--- src/rtl/axis2fifo.sv ---
// Receive-side AXI-Stream frame buffer: captures one frame of up to DEPTH words
// after each start, then drains it in order over a valid/ready word port.
module axis2fifo #(
  parameter  int DATA_WIDTH = 32,
  parameter  int DEPTH      = 4,
  localparam int CNT_W      = $clog2(DEPTH) + 1
) (
  input  logic                  clk,
  input  logic                  rst,
  input  logic                  start,
  input  logic [DATA_WIDTH-1:0] m_axis_tdata,
  input  logic                  m_axis_tvalid,
  output logic                  m_axis_tready,
  input  logic                  m_axis_tlast,
  output logic [DATA_WIDTH-1:0] fifo_data,
  output logic                  fifo_valid,
  input  logic                  fifo_ready,
  output logic [CNT_W-1:0]      word_count,
  output logic                  overflow,
  output logic                  done
);

  localparam int IDX_W = $clog2(DEPTH);

  typedef enum logic [2:0] {
    S_IDLE    = 3'd0,
    S_RECV    = 3'd1,
    S_DISCARD = 3'd2,
    S_DRAIN   = 3'd3,
    S_DONE    = 3'd4
  } state_t;

  state_t                state_q;
  logic [IDX_W-1:0]      wr_idx_q;
  logic [IDX_W-1:0]      rd_idx_q;
  logic [CNT_W-1:0]      cnt_q;
  logic                  ovf_q;
  logic [DATA_WIDTH-1:0] buf_q [DEPTH];

  logic beat, xfer, last_word;

  // Handshake outputs decode registered state only, so no input reaches them combinationally.
  assign m_axis_tready = (state_q == S_RECV) || (state_q == S_DISCARD);
  assign fifo_valid    = (state_q == S_DRAIN);
  assign done          = (state_q == S_DONE);
  assign word_count    = cnt_q;
  assign overflow      = ovf_q;
  assign fifo_data     = buf_q[rd_idx_q];

  assign beat      = m_axis_tvalid && m_axis_tready;
  assign xfer      = fifo_valid && fifo_ready;
  assign last_word = ({1'b0, rd_idx_q} == (cnt_q - CNT_W'(1)));

  always_ff @(posedge clk or posedge rst) begin
    if (rst) begin
      state_q  <= S_IDLE;
      wr_idx_q <= '0;
      rd_idx_q <= '0;
      cnt_q    <= '0;
      ovf_q    <= 1'b0;
    end else begin
      case (state_q)
        S_IDLE: begin
          if (start) begin
            state_q  <= S_RECV;
            wr_idx_q <= '0;
            rd_idx_q <= '0;
            cnt_q    <= '0;
            ovf_q    <= 1'b0;
          end
        end
        S_RECV: begin
          if (beat) begin
            wr_idx_q <= wr_idx_q + IDX_W'(1);
            cnt_q    <= cnt_q + CNT_W'(1);
            if (m_axis_tlast)
              state_q <= S_DRAIN;
            else if (cnt_q == CNT_W'(DEPTH - 1))
              state_q <= S_DISCARD;
          end
        end
        S_DISCARD: begin
          // Buffer is full: keep the source moving, drop the excess, remember it happened.
          if (beat) begin
            ovf_q <= 1'b1;
            if (m_axis_tlast)
              state_q <= S_DRAIN;
          end
        end
        S_DRAIN: begin
          if (xfer) begin
            rd_idx_q <= rd_idx_q + IDX_W'(1);
            if (last_word)
              state_q <= S_DONE;
          end
        end
        S_DONE:  state_q <= S_IDLE;
        default: state_q <= S_IDLE;
      endcase
    end
  end

  // Storage carries no reset; contents are only read after being written this frame.
  always_ff @(posedge clk) begin
    if (state_q == S_RECV && beat)
      buf_q[wr_idx_q] <= m_axis_tdata;
  end

endmodule

--- config.mk ---
export PLATFORM = sky130hd
export DESIGN_NAME = axis2fifo
export DESIGN_NICKNAME = d
export VERILOG_FILES = /design/src/rtl/axis2fifo.sv
export SDC_FILE = /design/constraint.sdc
export NUM_CORES = 1
export LEC_CHECK = 0
export ABC_AREA = 1
export BUFFER_PORTS_ARGS = -buffer_cell sky130_fd_sc_hd__buf_2
export CAP_MARGIN = 40
export CORE_MARGIN = 1.5
export CORE_UTILIZATION = 45
export CTS_BUF_LIST = sky130_fd_sc_hd__clkbuf_2
export DETAILED_ROUTE_END_ITERATION = 8
export PLACE_DENSITY = 0.77
export SLEW_MARGIN = 20
export SYNTH_ARGS = -nofsm -noshare
export SYNTH_HDL_FRONTEND = slang
export SYNTH_SLANG_ARGS = --single-unit
--- constraint.sdc ---
create_clock -name clk -period 3.15 [get_ports clk]
set_input_delay 0 -clock clk [delete_from_list [all_inputs] [get_ports clk]]
set_output_delay 0 -clock clk [all_outputs]
set_load 0.01 [all_outputs]
# Word-level counts from Yosys, hierarchy flattened
# Memory sizes are Yosys's and may differ from the RTL's.
# Cells that the tools add are included.
# op_classes
n_reduce_logical	12
n_addsub	4
n_mux	22
eq_ne	13
# op_table
cell	n
3-bit two-way mux	10
3-bit one-hot mux with 4 select lines	1
3-bit by 2-bit == test with 1-bit output, second input constant	3
3-bit AND reduction	3
2-bit inequality test, second input constant	4
2-bit one-hot mux with 2 select lines	2
7-bit AND reduction	1
2-bit two-way mux	3
3-bit one-hot mux with 2 select lines	1
2-bit nonzero test	3
2-bit by 1-bit adder with 2-bit output, second input constant	2
1-bit two-way mux	4
2-bit by 1-bit inequality test with 1-bit output, second input constant	2
3-bit by 1-bit adder with 3-bit output, second input constant	1
2-bit by 3-bit == test with 1-bit output	1
3-bit by 1-bit == test with 1-bit output, second input constant	1
3-bit == test, second input constant	1
1-bit logical AND	3
3-bit logical NOT	1
3-bit by 2-bit inequality test with 1-bit output, second input constant	1
3-bit by 1-bit subtractor with 3-bit output, second input constant	1
1-bit one-hot mux with 2 select lines	1
1-bit logical OR	1
# totals
n_memories	1
elab_cells	57
out_inout_bits	39
inputBits	38
reg_bits	11
ram_bits	128
# memory_table
memory	depth	width	rd	rd_clocked_by_memory_dff	wr	line	rtl
buf_q	4	32	1	0	1	38	logic [DATA_WIDTH-1:0] buf_q [DEPTH];

# Longest topological paths before layout
# Gate-level depths: netlist of run 1.
# depth
depth_word	6
ltp_mapped	11
ltp_nobuf	11

# Worst setup path before layout of run 1
# Ideal clock, no wire load.
# synth_path
path_type	register to register
from	reg state_q[1]
to	mem buf_q[0][0], enable pin
n_path_buf	0
required_time_ns	2.729
arrival_time_ns	2.171
setup_slack_ns	0.558
stages_incl_launch_ff	6
synth_period_minus_slack_ns	2.592
setup_ns	0.421
path_cell_list	dfrtp_1 nor2_1 inv_2 nor2_4 nand2_4 nor2_1
# synth_between
elab_chain_len	6
elab_cells_between_ends	7
classes_between	eq/ne: 2; mux: 2; reduce/logical: 3
# synth_lines
item	line	rtl
start: declaration	33	state_t state_q;
start signal: assignment	56	state_q <= S_IDLE;
start signal: assignment	65	state_q <= S_RECV;
start signal: assignment	77	state_q <= S_DRAIN;
3-bit by 1-bit == test with 1-bit output / 3-bit by 2-bit == test with 1-bit output (equally long branches)	43, 105	
1-bit logical OR	43	assign m_axis_tready = (state_q == S_RECV) || (state_q == S_DISCARD);
1-bit logical AND	50	assign beat = m_axis_tvalid && m_axis_tready;
1-bit logical AND *	105	if (state_q == S_RECV && beat)
1-bit two-way mux *	105	
1-bit two-way mux (not written as such) *	106	buf_q[wr_idx_q] <= m_axis_tdata;
end: declaration	38	
# Mark *: on every way between the ends. The rest lies on a longest branch, timed or not.

# Worst setup path after layout of run 1
# layout_path
from	reg rd_idx_q[1]
to	reg state_q[0]
# layout_between
elab_chain_len	3
# layout_lines
item	line	rtl
start: declaration	35	logic [IDX_W-1:0] rd_idx_q;
start signal: assignment	92	rd_idx_q <= rd_idx_q + IDX_W'(1);
2-bit by 3-bit == test with 1-bit output	52	assign last_word = ({1'b0, rd_idx_q} == (cnt_q - CNT_W'(1)));
2-bit by 1-bit inequality test with 1-bit output (no line)	--	
7-bit AND reduction (no line)	--	
# No other way between the ends.
# A chain may end at the register's enable or synchronous reset.

==> results of run 1 <==
layout by cell type, fill, tap and decap left out, types with 3 or more instances in the layout:
master / n
clkinvlp_4: 7
nor2_1: 71
nand2_1: 29
buf_4: 9
edfxtp_1: 128
dlygate4sd3_1: 45
clkbuf_2: 18
buf_2: 76
nand4_1: 3
o22ai_1: 33
ha_1: 7
inv_2: 4
dfrtp_1: 10
clkinv_4: 3
o21ai_0: 67
nor2_4: 5
inv_1: 16
through the flow:
stage,cells,utilization (%),instance area (µm²),setup WS [ps],hold slack (ps)
floorplan,411,-,5450,558,-148
global placement,620,50.4,6000,1090,7.73
detailed placement,621,50.5,6020,1220,28.9
CTS,698,56.3,6710,189,3.04
global route,700,56.4,6720,83.0,14.7
finish,700,56.4,6720,274,72.7
timing repair:
item | 4_1_cts | 5_1_grt
hold endpoints to repair | 150 | 0
hold buffers | 45 | 0
endpoints found under the setup margin | 0 | 1
gates resized for setup | 0 | 1
buffers inserted | 0 | 2
final cells by class:
class / instances / area [µm²] / area share (%)
multi-input cells: 230 / 1180 / 17.6
repair buffers: 131 / 913 / 13.6
flip-flops and latches: 139 / 4120 / 61.3
well taps: 147 / 184 / 2.74
clock buffers: 18 / 90.1 / 1.34
clock inverters: 14 / 149 / 2.21
inverters: 21 / 82.6 / 1.23
state kept, by name, summed over array words and instances (netlist names):
name / flops
rd_idx_q: 2
overflow: 1
state_q: 3
buf_q: 128
wr_idx_q: 2
word_count: 3
layer usage:
layer | vias to the layer above | GRT usage, %
li1 | 1752 | -
met1 | 1729 | 22.5
met2 | 150 | 30.1
met3 | 20 | 4.55
met4 | 0 | 9.67
met5 | - | 0
logic make-up (layout without fill, tap and decap cells):
| logic type | Yosys count | after routing |
|---|---|---|
| AO/OA/AOI/OAI | 106 | 106 |
| adder cells (fa/ha/maj) | 7 | 7 |
| buffers and inverters | 42 | 184 |
| flip-flops | 139 | 139 |
| AND/OR/NAND/NOR | 117 | 117 |
power breakdown:
group          switching [W]  internal [W]
clock network       0.000635      0.000365
logic                0.00137      0.000750
registers          0.0000927       0.00225
cells in the mapped netlist:
cell,count,area share (%)
nor3b_1,1,0.14
nand2_2,2,0.23
clkbuf_1,11,0.76
nor2_1,75,5.2
inv_1,17,1.2
edfxtp_1,128,71
nor2_2,1,0.11
buf_2,8,0.73
nand2_4,2,0.41
nand2_1,29,2.0
inv_2,4,0.28
o31ai_1,1,0.14
dfrtp_1,11,5.1
a21oi_1,1,0.092
nor2_4,1,0.21
ha_1,7,1.6
o21ai_1,2,0.18
nand3_2,1,0.18
buf_4,2,0.28
o21a_1,1,0.14
nand3_1,2,0.18
o21ai_0,67,6.2
a31oi_1,1,0.11
nand4_1,3,0.34
o22ai_1,33,3.8
critical path: stages, from the launching register on:
cell,delay [ps]
dfrtp_1,360
buf_4,340
clkinvlp_4,230
buf_8,200
nand2_1,70
nand2_1,50
nor2_1,80
nand2_1,50
nand2_1,130
nand4_1,110
dlygate4sd3_1,580
nand2_1,60
dlygate4sd3_1,550
worst min path at each step:
stage                         to  slack [ps]  cells past startpoint
finish              buf_q[3][23]          70                      2
global route         buf_q[0][4]          10                      2
CTS                  buf_q[0][4]           3                      2
detailed placement      overflow          30                      2
global placement        overflow           8                      2
floorplan               overflow        -150                      1
==> summary.md, run 1 <==
| Metric | Value |
|---|---|
| Post-route antenna net violation count | 0 |
| Pre-antenna DRT Iters | 5 |
| Post-Synthesis Cells | slightly above 400 |
| Pwr/cell area | 813 mW/mm² |
| Register area share after synthesis | between 70% and 80% |
| Wire length on met2 | roughly 5500 µm |
| Initial Util | 45.7% |
| Final Hold Violating Endpoints | 0 |
| Initial drt markers | between 200 and 300 |
| Power consumption | between 0.005 and 0.006 W |
| Post-synthesis adder-cell area fraction | 1.61% |
| Max Used Layer | met4 |
| Maximum level of the CTS H-tree | 4 |
| Total CTS buffers | 17 |
| Post-synthesis simple-gate area fraction | under 10% |
| Post-DR vias/cell | 5.22 |
| Clock Sinks | between 100 and 150 |
| I/O pin count | between 70 and 80 |
| Total number of vias | 3651 |
| Maximum fanout along the worst path | 36 |
| Multiplexer share of the synthesized area | 0% |
| M1 wire length | between 4000 and 5000 µm |
| Layout net count | around 590 |
| FP Rows | 40 |
| Seq cells post-synth | 139 |
| Worst-margin pin slew | about 750 ps |
| DRC viols | 0 |
| Die height | approximately 110 µm |
| CP endpoint | state_q[0] |
| RD Place Congestion | ~0.80 |
| GRT Util Overall | 18.3% |
| Syn. warnings | 0 |
| First-pass GRT wire length | around 18000 µm |
| Ant. Diodes | 0 |
| Met3 WL | about 750 µm |
| Compound-Gate Fraction of Synth Area | roughly a tenth |
| Worst EP required | 3760 ps |
| Reg2reg end | state_q[0] |
| Layout cells sized above 1 | around a quarter |
| Clock root buffer | clkbuf_2 |
| Post-Synth XOR/XNOR Area | 0% |
| HP Start | m_axis_tdata[23] |
| Total core area | ~0.012 mm² |
| R2r startpoint | rd_idx_q[1] |
| Worst IR Drop VDD | between 0.0004 and 0.0005 V |
| Status | finished clean |
| Slew HR | 49.8% |
| Max Freq | ~0.35 GHz |
| DP Wirelength | just over 6000 µm |
| Routed WL | 11200 µm |
| CP arrival | 3480 ps |
| Clock buffer depth | 2 |
| CP Launch Type | register |
| Unique cell type count in the Yosys netlist | 25 |
| Reg clk slew, reported paths | roughly 210 ps |
| Antenna violations before repair | 0 |
| Crit path from | rd_idx_q[1] |
| Width of the die | around 110 µm |
| Tmin final | about 2900 ps |
| Worst-case reg-to-reg path depth | 12 |
| Largest family of logic cells by synthesized area | compound AO/OA/AOI/OAI gates |
| Area added between synthesis and finish | 23.4% |
| Final setup viols | 0 |
| Routed len/inst | 16.0 µm |
| Vias in the first global route | between 3000 and 4000 |
| P_leak | 2.48 nW |
| Largest net degree at the start of global routing | 67 |
| Synth Cell Area | roughly 0.0054 mm² |
| FILL cells | between 900 and 1000 |
| Number of I/O port buffers | 76 |
| TritonCTS clock tree | built |
| Syn_nets | between 400 and 500 |
| Critical Path Sink Type | register |
| Clock Skews | 22.6 ps |
| Clock latency on the worst-skew pair | between 600 and 700 ps |
| Slew Limit Fails | 0 |
| R2r setup slk | 270 ps |
| Max-Cap Viols | 0 |
| Final TNS setup | 0 ps |
| Crit Path Class | register to register |
| RSZ-0062 raised after global routing | false |
| Final Cycle Share | roughly nine tenths |
| Die area | 0.0128 mm² |
| Worst hold path type | primary input to register |
| Grt total ovfl | 0 |
| Synth Area per Inst | approximately 13 µm² |
No activity file was read; power rests on OpenSTA's default activity.
==> run 2: changes to the inputs <==
clock period = 2.8 ns   (was 3.15 ns; I/O delays follow)
==> summary.md, run 2 (synthesis results as in run 1) <==
| Metric | Value |
|---|---|
| Status | finished clean |
| GRT Util Overall | approximately 18% |
| Worst IR Drop VDD | about 0.00055 V |
| Tmin final | roughly 2500 ps |
| Clock latency on the worst-skew pair | a little under 700 ps |
| Width of the die | approximately 110 µm |
| CP arrival | 2480 ps |
| Largest Register | buf_q |
| First-pass GRT wire length | around 18000 µm |
| Pre-antenna DRT Iters | 4 |
| Final setup viols | 0 |
| Maximum fanout along the worst path | 52 |
| Worst-margin pin slew | 838 ps |
| Die area | ~0.013 mm² |
| Pwr/cell area | 919 mW/mm² |
| Final TNS setup | 0 ps |
| Power consumption | about 0.0062 W |
| Slew Limit Fails | 0 |
| Kind of cell adding the most delay to the critical path | buffers and inverters |
| Max Freq | just over 0.4 GHz |
| Worst hold path type | primary input to register |
| CP Launch Type | register |
| Cts hold-fix bufs | 45 |
| Total number of vias | 3673 |
| DP Wirelength | around 6500 µm |
| Area added between synthesis and finish | 23.7% |
| Post-DR vias/cell | between 5 and 6 |
| Clock root buffer | clkbuf_2 |
| Layout net count | 583 |
| Routed WL | 11200 µm |
| Ant. Diodes | 0 |
| Most frequent cells in the layout | edfxtp_1 (128), buf_2 (76), nor2_1 (71) |
| Total core area | between 0.01 and 0.015 mm² |
| Flip-flop count of the largest register after layout | around 130 |
| Number of I/O port buffers | 76 |
| Storage element area | between 0.004 and 0.005 mm² |
| Die height | roughly 110 µm |
| Initial Util | 45.7% |
| Area after DPL | between 0.006 and 0.007 mm² |
| Critical-path top delay cell | inv_2 |
| Most common cell after layout, fill and taps aside | edfxtp_1 |
| Final Hold Violating Endpoints | 0 |
| Max-Cap Viols | 0 |
| I/O pin count | 77 |
| Clock buffer depth | 2 |
| Maximum level of the CTS H-tree | 4 |
| Number of post-CTS setup repair buffers | 0 |
| Layout cells sized above 1 | between 20% and 30% |
| Initial drt markers | slightly below 400 |
| CP cell instances | inv_2 > buf_4 > o21ai_0 > o22ai_1 > buf_2 |
| Worst path max stage delay | between 500 and 600 ps |
| Clock Sinks | around 140 |
| Grt total ovfl | 0 |
| Post-route antenna net violation count | 0 |
| Routed len/inst | roughly 16 µm |
| Total CTS buffers | 17 |
| Area occupied by multi-input gates | about 0.0012 mm² |
| FILL cells | ~940 |
| Crit Path Class | register to output port |
| Largest net degree at the start of global routing | 67 |
| Slew HR | 44.1% |
| Cts repair resizes | 0 |
| P_leak | between 2 and 2.5 nW |
| Worst EP required | between 2000 and 3000 ps |
| Reg clk slew, reported paths | ~190 ps |
| FP Rows | 40 |
| Clock Skews | 27.9 ps |
| RSZ-0062 raised after global routing | false |
| Antenna violations before repair | 0 |
| RD Place Congestion | 0.816 |
| Worst Path Buf+Inv | 3 |
| Vias in the first global route | ~3600 |
| DRC viols | 0 |
| Cell area after layout | ~0.0067 mm² |
| Critical Path Sink Type | output port |
| TritonCTS clock tree | built |
| Final Cycle Share | slightly below 90% |
==> run 2: cell types whose count changed in the layout (fill, tap and decap cells not counted), sizes merged <==
cell,change
clkbuf,-1
clkinv,-1
inv,+5
buf,-2
clkinvlp,-4
bufinv,+1
==> run 2: path summary, 6_finish.rpt <==
| path | startpoint | to | depth (start not counted) | slack, ps |
|---|---|---|---|---|
| max | rd_idx_q[0] | fifo_data[19] | 5 | 320 |
| min | m_axis_tdata[17] | buf_q[3][17] | 2 | 70 |
| max reg2reg | state_q[1] | buf_q[1][5] | 6 | 880 |
| min reg2reg | word_count[0] | word_count[0] | 1 | 590 |
| max in group asynchronous | rst | rd_idx_q[0] | 4 | 2080 |
| min in group asynchronous | rst | state_q[2] | 4 | 410 |
==> run 2: routing by layer <==
layer	global-route usage, %	vias up	share of wire [%]
met5	0	-	0
met4	8.58	0	2.1
met3	4.71	21	7.2
met2	29.8	159	50
met1	23.0	1741	41
li1	-	1752	-
==> run 2: report_power, final <==
part           internal (W)  switching, W
clock              0.000512      0.000745
sequential          0.00254      0.000107
combinational      0.000792       0.00151
total               0.00384       0.00236
==> run 2: area by class of cell <==
cell class	instances	area share, %
sequential	139	61.1
multi-input combinational	230	17.6
timing repair buffer	129	13.4
clock inverter	15	2.76
tap	147	2.73
clock buffer	17	1.26
inverter	21	1.17
==> run 2: metrics by stage <==
stage | hold slack, ps | instances | setup WS (ps) | util (%)
after floorplan | -148 | 411 | 208 | -
after global placement | 12.6 | 621 | 922 | 50.5
after detailed placement | 23.6 | 621 | 883 | 50.5
after CTS | 1.07 | 698 | 251 | 56.6
after global routing | 2.98 | 698 | 81.5 | 56.6
final | 71.6 | 698 | 322 | 56.6
==> run 3: changes to the inputs <==
CORE_MARGIN = 2   (was 1.5)
==> summary.md, run 3 (synthesis results as in run 1) <==
| Metric | Value |
|---|---|
| Status | finished clean |
| Reg clk slew, reported paths | 190 ps |
| Final TNS setup | 0 ps |
| Max-Cap Viols | 0 |
| P_leak | ~2.5 nW |
| Util after Layout | 55.7% |
| Worst IR Drop VDD | 0.000509 V |
| Total CTS buffers | 17 |
| Cts repair resizes | 0 |
| RD Place Congestion | 0.814 |
| Clock latency on the worst-skew pair | approximately 650 ps |
| Final Hold Slack | a little under 90 ps |
| I/O pin count | slightly below 80 |
| Layout cells sized above 1 | between 20% and 30% |
| Critical-path top delay cell | inv_2 |
| Final Hold Violating Endpoints | 0 |
| Final Cycle Share | a little under 90% |
| Total core area | between 0.01 and 0.015 mm² |
| Clock buffer depth | 2 |
| Total number of vias | roughly 3600 |
| CP arrival | around 2500 ps |
| FP Rows | 40 |
| Routed WL | 11300 µm |
| Most frequent cells in the layout | edfxtp_1 (128), buf_2 (76), nor2_1 (71) |
| Met3 Resource Use GR | around 4.7% |
| Critical Path Sink Type | output port |
| GRT Util Overall | 18.1% |
| Largest Register | buf_q |
| Worst EP required | 2800 ps |
| Area added between synthesis and finish | 21.8% |
| Max Freq | approximately 0.40 GHz |
| Die height | 114 µm |
| Number of post-CTS setup repair buffers | 0 |
| Routed len/inst | 16.4 µm |
| Number of I/O port buffers | 76 |
| M2 GR Usage | 30.6% |
| TritonCTS clock tree | built |
| Tmin final | 2490 ps |
| Worst-margin pin slew | around 620 ps |
| Ant. Diodes | 0 |
| Largest net degree at the start of global routing | between 60 and 70 |
| Vias in the first global route | between 3000 and 4000 |
| DRC viols | 0 |
| Clock root buffer | clkbuf_2 |
| Kind of cell adding the most delay to the critical path | buffers and inverters |
| Cts hold-fix bufs | 39 |
| Pwr/cell area | 911 mW/mm² |
| Maximum fanout along the worst path | 40 |
| Final setup viols | 0 |
| CP Launch Type | register |
| Worst hold path type | primary input to register |
| Antenna violations before repair | 0 |
| CP cell instances | inv_2 > buf_4 > o21ai_0 > o22ai_1 > buf_2 |
| Worst Path Buf+Inv | 3 |
| Initial drt markers | 259 |
| Post-DR vias/cell | ~5.3 |
| FILL cells | about 1000 |
| Layout Cells excl Fill | between 600 and 700 |
| Die area | around 0.013 mm² |
| Crit Path Class | register to output port |
| Clock Sinks | 139 |
| Clock Skews | about 16 ps |
| Worst path max stage delay | about 460 ps |
| Post-route antenna net violation count | 0 |
| Grt total ovfl | 0 |
| RSZ-0062 raised after global routing | false |
| M1 GR Usage | 23.3% |
| Cell Count Post-Placement | between 600 and 700 |
| Busiest grt layer | met2 |
| DP Wirelength | ~7000 µm |
| Width of the die | roughly 110 µm |
| Most common cell after layout, fill and taps aside | edfxtp_1 |
| Pre-antenna DRT Iters | 5 |
| Slew HR | about three fifths |
| Layout net count | between 500 and 600 |
| First-pass GRT wire length | around 18000 µm |
| Flip-flop count of the largest register after layout | 128 |
| Maximum level of the CTS H-tree | 4 |
| Slew Limit Fails | 0 |
| Initial Util | between 40% and 50% |
[run 3: worst paths after layout]
check	startpoint	to	slack, ps	depth (start not counted)
min reg2reg	wr_idx_q[0]	wr_idx_q[0]	570	1
max	rd_idx_q[0]	fifo_data[27]	310	5
max reg2reg	state_q[1]	buf_q[0][1]	730	6
min in group asynchronous	rst	state_q[0]	420	4
max in group asynchronous	rst	rd_idx_q[0]	2070	4
min	m_axis_tdata[23]	buf_q[3][23]	90	2
[run 3: stage by stage]
stage,instance area [µm²],total power [W],worst slack (ps)
detailed placement,6020,0.00492,760
floorplan,5450,0.00411,208
global placement,6020,0.00486,850
CTS,6640,0.00608,227
finish,6640,0.00604,309
global route,6640,0.00644,71.6
[run 3: per-layer routing]
metal  wire, µm  share of wire, %
met3        667               5.9
met2       5960                53
met4         48              0.42
met1       4640                41
met5          0                 0
[run 3: area by class of cell]
cell class	instances	area, µm²	share of cell area, %
flip-flops and latches	139	4120	62.1
multi-input cells	230	1180	17.9
repair buffers	123	843	12.7
well taps	147	184	2.77
clock inverters	12	130	1.96
clock buffers	19	95.1	1.43
inverters	21	78.8	1.19
[run 3: report_power, final]
group / switching [W] / internal, W
combinational: 0.00151 / 0.000784
sequential: 0.000102 / 0.00253
clock: 0.000638 / 0.000479
total: 0.00225 / 0.00380
